File: src/rtl/add_sub_pipe_pkg.sv
// Shared types and default sizing for the pipelined adder/subtractor.
package add_sub_pkg;

    typedef enum logic {
        OP_ADD = 1'b0,
        OP_SUB = 1'b1
    } op_e;

    typedef struct packed {
        logic cout;
        logic ovf;
        logic zero;
        logic neg;
    } flags_t;

    localparam int DEF_WIDTH = 16;
    localparam int DEF_CHUNK = 4;

endpackage

File: src/rtl/add_sub_pipe_if.sv
// Operand/result handshake bundle for add_sub_pipe; WIDTH must match the attached pipe.
interface add_sub_pipe_if #(
    parameter int WIDTH = 16
);
    logic             in_valid;
    logic             in_ready;
    logic [WIDTH-1:0] a;
    logic [WIDTH-1:0] b;
    logic             sub;
    logic             out_valid;
    logic             out_ready;
    logic [WIDTH-1:0] z;
    logic             cout;
    logic             ovf;
    logic             zero;
    logic             neg;

    modport master (
        output in_valid, a, b, sub, out_ready,
        input  in_ready, out_valid, z, cout, ovf, zero, neg
    );

    modport slave (
        input  in_valid, a, b, sub, out_ready,
        output in_ready, out_valid, z, cout, ovf, zero, neg
    );
endinterface

File: src/rtl/add_sub_chunk.sv
// CHUNK-bit ripple slice: sum, carry out, and the carry that entered its top bit.
module add_sub_chunk #(
    parameter int CHUNK = 4
) (
    input  logic [CHUNK-1:0] a,
    input  logic [CHUNK-1:0] b,
    input  logic             cin,
    output logic [CHUNK-1:0] s,
    output logic             cout,
    output logic             cmsb
);
    logic [CHUNK:0] full_sum;

    always_comb begin
        full_sum = {1'b0, a} + {1'b0, b} + {{CHUNK{1'b0}}, cin};
        s        = full_sum[CHUNK-1:0];
        cout     = full_sum[CHUNK];
        // top sum bit = a ^ b ^ carry_in, so the carry into the MSB falls out directly
        cmsb     = full_sum[CHUNK-1] ^ a[CHUNK-1] ^ b[CHUNK-1];
    end
endmodule

File: src/rtl/add_sub_pipe.sv
// Two's-complement add/sub with the carry chain cut into CHUNK-bit pipeline stages,
// valid/ready on both sides and registered carry/overflow/zero/negative flags.
module add_sub_pipe
    import add_sub_pkg::*;
#(
    parameter int WIDTH = DEF_WIDTH,
    parameter int CHUNK = DEF_CHUNK
) (
    input logic           clk,
    input logic           rst,
    add_sub_pipe_if.slave bus
);
    localparam int SAFE_CHUNK = (CHUNK > 0) ? CHUNK : 1;
    localparam int STAGES     = WIDTH / SAFE_CHUNK;
    localparam int LAST       = STAGES - 1;

    if ((CHUNK < 1) || ((WIDTH % SAFE_CHUNK) != 0) || (WIDTH < CHUNK)) begin : g_param_check
        $error("add_sub_pipe: WIDTH must be a non-zero multiple of CHUNK, CHUNK >= 1");
    end

    logic en;
    logic accept;
    logic sub_op;

    // Per-stage operands feeding each slice: upper chunks of a/bb ride along, lower sum bits accumulate.
    logic [WIDTH-1:0] a_src  [STAGES];
    logic [WIDTH-1:0] bb_src [STAGES];
    logic [WIDTH-1:0] s_src  [STAGES];
    logic             cin_src[STAGES];

    logic [CHUNK-1:0] chunk_s[STAGES];
    logic             chunk_c[STAGES];
    logic             chunk_m[STAGES];

    logic [WIDTH-1:0] a_d    [STAGES];
    logic [WIDTH-1:0] a_q    [STAGES];
    logic [WIDTH-1:0] bb_d   [STAGES];
    logic [WIDTH-1:0] bb_q   [STAGES];
    logic [WIDTH-1:0] s_d    [STAGES];
    logic [WIDTH-1:0] s_q    [STAGES];
    logic             carry_d[STAGES];
    logic             carry_q[STAGES];
    logic [STAGES-1:0] valid_d;
    logic [STAGES-1:0] valid_q;
    flags_t            flags_d;
    flags_t            flags_q;

    assign en     = !valid_q[LAST] || bus.out_ready;
    assign accept = bus.in_valid && en;
    assign sub_op = (bus.sub == OP_SUB);

    always_comb begin
        a_src[0]   = bus.a;
        bb_src[0]  = sub_op ? ~bus.b : bus.b;
        cin_src[0] = sub_op;
        s_src[0]   = {WIDTH{1'b0}};
        for (int k = 1; k < STAGES; k++) begin
            a_src[k]   = a_q[k-1];
            bb_src[k]  = bb_q[k-1];
            cin_src[k] = carry_q[k-1];
            s_src[k]   = s_q[k-1];
        end
    end

    for (genvar k = 0; k < STAGES; k++) begin : g_chunk
        add_sub_chunk #(.CHUNK(CHUNK)) u_chunk (
            .a    (a_src[k][k*CHUNK +: CHUNK]),
            .b    (bb_src[k][k*CHUNK +: CHUNK]),
            .cin  (cin_src[k]),
            .s    (chunk_s[k]),
            .cout (chunk_c[k]),
            .cmsb (chunk_m[k])
        );
    end

    // The whole pipe advances together or holds together; bubbles are not collapsed.
    always_comb begin
        valid_d[0] = en ? accept : valid_q[0];
        for (int k = 1; k < STAGES; k++) begin
            valid_d[k] = en ? valid_q[k-1] : valid_q[k];
        end
        for (int k = 0; k < STAGES; k++) begin
            if (en) begin
                a_d[k]                    = a_src[k];
                bb_d[k]                   = bb_src[k];
                s_d[k]                    = s_src[k];
                s_d[k][k*CHUNK +: CHUNK]  = chunk_s[k];
                carry_d[k]                = chunk_c[k];
            end else begin
                a_d[k]     = a_q[k];
                bb_d[k]    = bb_q[k];
                s_d[k]     = s_q[k];
                carry_d[k] = carry_q[k];
            end
        end
    end

    always_comb begin
        if (en) begin
            flags_d.cout = chunk_c[LAST];
            flags_d.ovf  = chunk_m[LAST] ^ chunk_c[LAST];
            flags_d.zero = (s_d[LAST] == {WIDTH{1'b0}});
            flags_d.neg  = s_d[LAST][WIDTH-1];
        end else begin
            flags_d = flags_q;
        end
    end

    always_ff @(posedge clk) begin
        if (rst) begin
            valid_q <= {STAGES{1'b0}};
            flags_q <= flags_t'(4'b0000);
            for (int k = 0; k < STAGES; k++) begin
                a_q[k]     <= {WIDTH{1'b0}};
                bb_q[k]    <= {WIDTH{1'b0}};
                s_q[k]     <= {WIDTH{1'b0}};
                carry_q[k] <= 1'b0;
            end
        end else begin
            valid_q <= valid_d;
            flags_q <= flags_d;
            for (int k = 0; k < STAGES; k++) begin
                a_q[k]     <= a_d[k];
                bb_q[k]    <= bb_d[k];
                s_q[k]     <= s_d[k];
                carry_q[k] <= carry_d[k];
            end
        end
    end

    assign bus.in_ready  = en;
    assign bus.out_valid = valid_q[LAST];
    assign bus.z         = s_q[LAST];
    assign bus.cout      = flags_q.cout;
    assign bus.ovf       = flags_q.ovf;
    assign bus.zero      = flags_q.zero;
    assign bus.neg       = flags_q.neg;

endmodule
File: src/flat_wrapper.sv
// flat-port wrapper written by rule: the top's interface ports become plain ports
module add_sub_pipe_flat import add_sub_pkg::*;
#(
    parameter int WIDTH = DEF_WIDTH,
    parameter int CHUNK = DEF_CHUNK
)
  (clk, rst, bus_in_valid, bus_a, bus_b, bus_sub, bus_out_ready, bus_in_ready, bus_out_valid, bus_z, bus_cout, bus_ovf, bus_zero, bus_neg);
  add_sub_pipe_if #(.WIDTH(WIDTH)) bus_i ();
  input logic clk;
  input logic rst;
  input wire logic [$bits(bus_i.in_valid)-1:0] bus_in_valid;
  input wire logic [$bits(bus_i.a)-1:0] bus_a;
  input wire logic [$bits(bus_i.b)-1:0] bus_b;
  input wire logic [$bits(bus_i.sub)-1:0] bus_sub;
  input wire logic [$bits(bus_i.out_ready)-1:0] bus_out_ready;
  output wire logic [$bits(bus_i.in_ready)-1:0] bus_in_ready;
  output wire logic [$bits(bus_i.out_valid)-1:0] bus_out_valid;
  output wire logic [$bits(bus_i.z)-1:0] bus_z;
  output wire logic [$bits(bus_i.cout)-1:0] bus_cout;
  output wire logic [$bits(bus_i.ovf)-1:0] bus_ovf;
  output wire logic [$bits(bus_i.zero)-1:0] bus_zero;
  output wire logic [$bits(bus_i.neg)-1:0] bus_neg;
  assign bus_i.in_valid = bus_in_valid;
  assign bus_i.a = bus_a;
  assign bus_i.b = bus_b;
  assign bus_i.sub = bus_sub;
  assign bus_i.out_ready = bus_out_ready;
  assign bus_in_ready = bus_i.in_ready;
  assign bus_out_valid = bus_i.out_valid;
  assign bus_z = bus_i.z;
  assign bus_cout = bus_i.cout;
  assign bus_ovf = bus_i.ovf;
  assign bus_zero = bus_i.zero;
  assign bus_neg = bus_i.neg;
  add_sub_pipe #(.WIDTH(WIDTH), .CHUNK(CHUNK)) u_core (.clk(clk), .rst(rst), .bus(bus_i));
endmodule
File: config.mk
export PLATFORM = sky130hd
export DESIGN_NAME = add_sub_pipe_flat
export DESIGN_NICKNAME = d
export VERILOG_FILES = /design/src/rtl/add_sub_pipe_pkg.sv /design/src/rtl/add_sub_pipe_if.sv /design/src/rtl/add_sub_chunk.sv /design/src/rtl/add_sub_pipe.sv /design/src/flat_wrapper.sv
export SDC_FILE = /design/constraint.sdc
export NUM_CORES = 1
export LEC_CHECK = 0
export BUFFER_PORTS_ARGS = -buffer_cell sky130_fd_sc_hd__buf_4
export CAP_MARGIN = 10
export CORE_UTILIZATION = 60
export DETAILED_ROUTE_END_ITERATION = 16
export PLACE_DENSITY = 0.86
export SYNTH_ARGS = -nofsm -noshare
export SYNTH_HDL_FRONTEND = slang
export SYNTH_SLANG_ARGS = --single-unit
export TNS_END_PERCENT = 10
File: constraint.sdc
create_clock -name clk -period 5.8 [get_ports clk]
set_input_delay 0.87 -clock clk [delete_from_list [all_inputs] [get_ports clk]]
set_output_delay 0.87 -clock clk [all_outputs]
set_load 0.1 [all_outputs]
==> results of run 1 <==
worst max-delay path: stages:
cell     delay, ps
buf_4          120
nor2b_4         90
buf_4          650
inv_2           70
buf_4          260
layout by cell type (no fill, tap or decap), types with 2 or more instances in the layout:
cell        count
xor2_1          7
clkinvlp_4      4
a21oi_1        70
nand2_1       137
nor4_1          2
o21ai_1         2
xnor2_1        14
o31ai_1         3
nor2b_1         3
fa_1            7
o21ai_0         2
nor3_1          5
o21a_1          4
buf_4          60
ha_1           12
nand3b_1        5
a21o_1          4
dfxtp_1        99
inv_1          10
clkbuf_8       10
nor2_1         28
a211oi_1       23
flip-flops by register name, indices dropped and copies added, names as in the netlist:
signal and count:
u_core.valid_q 4, u_core.bb_q 24, u_core.s_q 40, u_core.carry_q 3
u_core.bus.zero 1, u_core.bus.neg 1, u_core.a_q 24, u_core.bus.ovf 1
u_core.bus.cout 1
worst min path at each step:
| stage | to | slack (ps) | cells past startpoint |
|---|---|---|---|
| floorplan | u_core.a_q[0][4]$_SDFFE_PP0N_ | 430 | 2 |
| global placement | u_core.valid_q[1]$_SDFFE_PP0N_ | 440 | 2 |
| detailed placement | u_core.a_q[0][14]$_SDFFE_PP0N_ | 440 | 2 |
| CTS | u_core.bb_q[0][30]$_SDFFE_PP0N_ | 460 | 2 |
| global route | u_core.s_q[3][13]$_SDFF_PP0_ | 470 | 2 |
| finish | u_core.s_q[3][2]$_SDFF_PP0_ | 450 | 2 |
per-stage QoR:
step                      hold slack (ps)  setup WS, ps  std cells
final                                 454          2830        607
after global routing                  465          2710        607
after CTS                             457          2850        607
after detailed placement              443          2730        591
after global placement                440          2740        591
after floorplan                       432          3090        488
cell type report:
type,count,share of cell area
flip-flops and latches,99,0.421
multi-input cells,344,0.416
repair buffers,60,0.0956
clock buffers,11,0.0300
well taps,77,0.0204
inverters,11,0.00876
clock inverters,5,0.00823
power by group:
group          leakage, nW  switching (mW)  total, mW  internal [mW]
combinational         1.05           0.122      0.199         0.0764
clock               0.0778           0.231      0.399          0.168
sequential           0.814          0.0257      0.750          0.724
total                 1.94           0.379       1.35          0.969
cell families after synthesis:
group | count (synthesis)
buf+inv | 45
fa+ha+maj | 19
flops | 99
simple gates | 190
xor+xnor | 21
compound gates | 113
mux | 1
layer usage:
| layer | wire length [µm] | GRT usage | up-vias | share of wire |
|---|---|---|---|---|
| li1 | - | - | 1695 | - |
| met1 | 3510 | 0.288 | 1522 | 0.47 |
| met5 | 0 | 0 | - | 0 |
| met3 | 313 | 0.0486 | 7 | 0.042 |
| met2 | 3620 | 0.376 | 65 | 0.48 |
| met4 | 84 | 0.0817 | 0 | 0.011 |
==> run metrics, run 1 <==
outcome=finished, violations left; failing checks=DRC; PortBufs=58; Die Width=84.9 µm; post-synthesis compound-gate area fraction=0.163; area occupied by registers=1980 µm²; slew margin rel.=0.367; post-route total power=1.35 mW; MaxCap Viol Count=0; post-synthesis sequential element count=99; slew of the pin with the lowest slew margin=950 ps; Syn Nets=544; Post-synth ARST share=0; cell area after layout=4710 µm²; setup slack, reg-to-reg=3230 ps; detail-routed via count per cell=5.42; Post-route DRC=5; initial antenna violation count=0; Layout Skew=11.9 ps; period utilization=0.512; Cell Rows=29; top cell type's share of synthesized area=0.481; ANT cells=0; multiplexer share of the synthesized area=0.00273; worst reg2reg endpoint=u_core.bus.ovf$_SDFFE_PP0N_; vias in the first global route=3,008; synthesized cell area=4120 µm²; number of I/O pins=59; clock buffer depth=2; PwrDens=286 nW/µm²; Synth Area in Adders=0.0705; Layout fillers=499; Die Footprint=7200 µm²; Final ANT Viol Nets=0; post-synth top area cell=dfxtp_1; sequential share of the synthesized area=0.481; DRT Pass-1 Iters=10; min Tclk post-route=2970 ps; most numerous cell in the Yosys netlist=nand2_1; Max Slew Vio Count=0; Peak Freq=336 MHz; H-Tree Level Count=3; Iter 0 DRT Violations=208; reg-to-reg critical path startpoint=u_core.valid_q[3]$_SDFFE_PP0N_; crit path DAT=2100 ps; Worst-path clk slew=100 ps; area share of and/or/nand/nor cells after synthesis=0.194; Die Ht=84.9 µm; synth cell count leaders=nand2_1, dfxtp_1, a21oi_1; Core ar.=6490 µm²; Hold-fix buffers, CTS=0; HP Start=u_core.s_q[3][2]$_SDFF_PP0_; final hold viol count=0; initial core utilization=0.634; vias=3,289; total CTS buffers=9; post-CTS sizing=0; RD Place Congestion=0.792; nature of the critical path startpoint=input port; Post-Syn Instances=488; Yosys cell types=38; Worst Path Max Fanout=91; Synth Warn #=0; Mean Syn Cell Area=8.44 µm²; ys flop type=dfxtp_1; DP Wirelength=4990 µm; Pleak=1.94 nW; final core utilization=0.725; EDFF count, synth=0; Routed wire per std cell=12.4 µm; crit path to=bus_in_ready; Post-CTS Setup Inserts=0; unrepaired setup endpoints after global routing=false; Worst EP required=4930 ps; crit path launch=bus_out_ready; clock latency on the worst-skew pair=360 ps; CTS tree=done; ratio of cells with drive above 1 in the final layout=0.157; Synth area leaders=dfxtp_1, nand2_1, a21oi_1; WS Path Type=in -> out; XOR/XNOR Fraction of Synth Area=0.0447; Worst setup EP type=output pin; NumNets Final=581; R2R depth=7; wire length of the first global-routing pass=13,100 µm; grt total ovfl=0; gr usage total=0.225; area of the multi-input gates=1960 µm²; final setup fails=0; WL final=7530 µm; largest family of logic cells by synthesized area=simple AND/OR/NAND/NOR gates; placed cell areas=4530 µm²; root buffer cell=clkbuf_8; Worst Hold Class=reg -> reg; setup_tns=0 ps; largest net degree at the start of global routing=105; clk sinks=99; Layout Area Growth over Synthesis=14.4%; Peak VDD IR=0.151 mV
Note: power is estimated with default switching activity, not from simulation.
==> run 2, diff against run 1 <==
--- a/config.mk
+++ b/config.mk
@@ -5,11 +5,12 @@
 export SDC_FILE = /design/constraint.sdc
 export NUM_CORES = 1
 export LEC_CHECK = 0
+export ABC_AREA = 1
 export BUFFER_PORTS_ARGS = -buffer_cell sky130_fd_sc_hd__buf_4
 export CAP_MARGIN = 10
-export CORE_UTILIZATION = 60
+export CORE_UTILIZATION = 57
 export DETAILED_ROUTE_END_ITERATION = 16
-export PLACE_DENSITY = 0.86
+export PLACE_DENSITY = 0.82
 export SYNTH_ARGS = -nofsm -noshare
 export SYNTH_HDL_FRONTEND = slang
 export SYNTH_SLANG_ARGS = --single-unit
==> constraint.sdc (replaced) <==
create_clock -name clk -period 3 [get_ports clk]
set_input_delay 0.45 -clock clk [delete_from_list [all_inputs] [get_ports clk]]
set_output_delay 0.45 -clock clk [all_outputs]
set_load 0.1 [all_outputs]
==> run metrics, run 2 <==
outcome=finished clean; sequential share of the synthesized area=0.472; Iter 0 DRT Violations=236; ys flop type=dfxtp_1; Layout Skew=7.24 ps; Hold-fix buffers, CTS=0; Post-CTS Setup Inserts=0; Die Width=87.8 µm; Largest Register=u_core.s_q; Routed wire per std cell=12.2 µm; EDFF count, synth=0; NumNets Final=622; post-synthesis sequential element count=99; number of I/O pins=59; Mean Syn Cell Area=7.98 µm²; grt total ovfl=0; initial core utilization=0.604; pre-CTS setup slack=951 ps; period utilization=0.767; gr usage total=0.231; PortBufs=58; DRT Pass-1 Iters=4; Synth area leaders=dfxtp_1, nor2_1, o21ai_0; H-Tree Level Count=3; Top Registers=u_core.s_q: 40 flops, u_core.a_q: 24 flops, u_core.bb_q: 24 flops; Core ar.=6940 µm²; top cell type's share of synthesized area=0.472; nature of the critical path startpoint=register; Post-Syn Instances=526; final setup fails=0; setup_tns=0 ps; slew of the pin with the lowest slew margin=741 ps; clock buffer depth=2; most numerous cell in the Yosys netlist=nor2_1; Die Footprint=7710 µm²; RD Place Congestion=0.832; Max Slew Vio Count=0; Worst Path Max Fanout=81; max reg flops=40; Final ANT Viol Nets=0; DP Wirelength=5340 µm; slew margin rel.=0.506; Yosys cell types=25; Worst Hold Class=in -> reg; synth cell count leaders=nor2_1, dfxtp_1, o21ai_0; Pleak=2.13 nW; final worst-path setup slack=698 ps; post-synth top area cell=dfxtp_1; Syn Nets=582; Layout Area Growth over Synthesis=14.3%; Die Ht=87.8 µm; largest net degree at the start of global routing=82; synthesized cell area=4200 µm²; min Tclk post-route=2300 ps; ratio of cells with drive above 1 in the final layout=0.138; post-route total power=2.71 mW; WS Path Type=reg -> out; Worst-path clk slew=90 ps; PwrDens=565 nW/µm²; wire length of the first global-routing pass=14,000 µm; final hold viol count=0; MaxCap Viol Count=0; commonest non-fill, non-tap cell in the layout=nor2_1; ANT cells=0; cell area after layout=4800 µm²; Synth Warn #=0; initial antenna violation count=0; Post-synth ARST share=0; clock latency on the worst-skew pair=360 ps; clk sinks=99; dpl cells=651; Worst setup EP type=output pin; crit path DAT=1850 ps; total CTS buffers=9; most frequent cells in the layout=nor2_1, dfxtp_1, o21ai_0; detail-routed via count per cell=5.19; Post-route DRC=0; Cell Rows=30; placed cell areas=4630 µm²; root buffer cell=clkbuf_8; vias in the first global route=3,138; CTS tree=done; vias=3,459; Peak VDD IR=0.313 mV; Worst EP required=2550 ps; post-CTS sizing=0; fin cells=667; Peak Freq=434 MHz; unrepaired setup endpoints after global routing=false; WL final=8150 µm
==> run 2: cell count changes in the layout (fill, tap and decap cells not counted), moves of 4 or more <==
cell and change:
a211oi_1 -20, a21o_1 -4, a21oi_1 -21, inv_1 +22
nand2_1 -89, nand3_1 +19, nand3b_1 -5, nor2_1 +79
nor3_1 -4, o21a_1 -4, o21ai_0 +60, o21ai_1 +18
==> run 2: where the power goes <==
part           total, mW  switching, mW  internal (mW)
registers           1.47         0.0548           1.42
clock network      0.731          0.430          0.301
logic              0.508          0.327          0.180
total               2.71          0.813           1.90
==> run 2: through the flow <==
step | utilization | hold WS, ps
finish | 0.691 | 311
global route | 0.691 | 313
CTS | 0.691 | 300
detailed placement | 0.667 | 445
global placement | 0.667 | 433
floorplan | - | 420
==> run 2: cell families after synthesis <==
family / Yosys count / synth area share
simple gates: 179 / 0.169
compound gates: 139 / 0.171
flops: 99 / 0.472
buf+inv: 67 / 0.0698
xor+xnor: 23 / 0.0480
fa+ha+maj: 19 / 0.0692
==> run 2: layout make-up <==
cell class                 count  area (µm²)
sequential                    99        1980
clock buffer                  12         135
clock inverter                 4        27.5
fill                         580        2150
tap                           96         120
timing repair buffer          62         478
multi-input combinational    360        1930
inverter                      34         128
==> run 2: layer usage <==
layer / up-vias / wire length (µm) / global-route usage
met4: 0 / 121 / 0.107
met2: 82 / 3710 / 0.354
met5: - / 0 / 0
li1: 1788 / - / -
met3: 10 / 301 / 0.0302
met1: 1579 / 4010 / 0.325
==> run 2: path summary, 6_finish.rpt <==
check	from	end	slack, ps	depth (start not counted)
setup / recovery	u_core.valid_q[3]$_SDFFE_PP0N_	bus_in_ready	700	2
hold / removal	bus_a[13]	u_core.a_q[0][13]$_SDFFE_PP0N_	310	3
setup reg to reg	u_core.valid_q[3]$_SDFFE_PP0N_	u_core.bus.zero$_SDFFE_PP0N_	1030	7
hold reg to reg	u_core.bb_q[0][15]$_SDFFE_PP0N_	u_core.bb_q[0][31]$_SDFFE_PP0N_	460	2
==> run 2: critical path: stages (launching register included) <==
cell and delay, ps:
dfxtp_1 560, nand2_4 470, buf_4 420
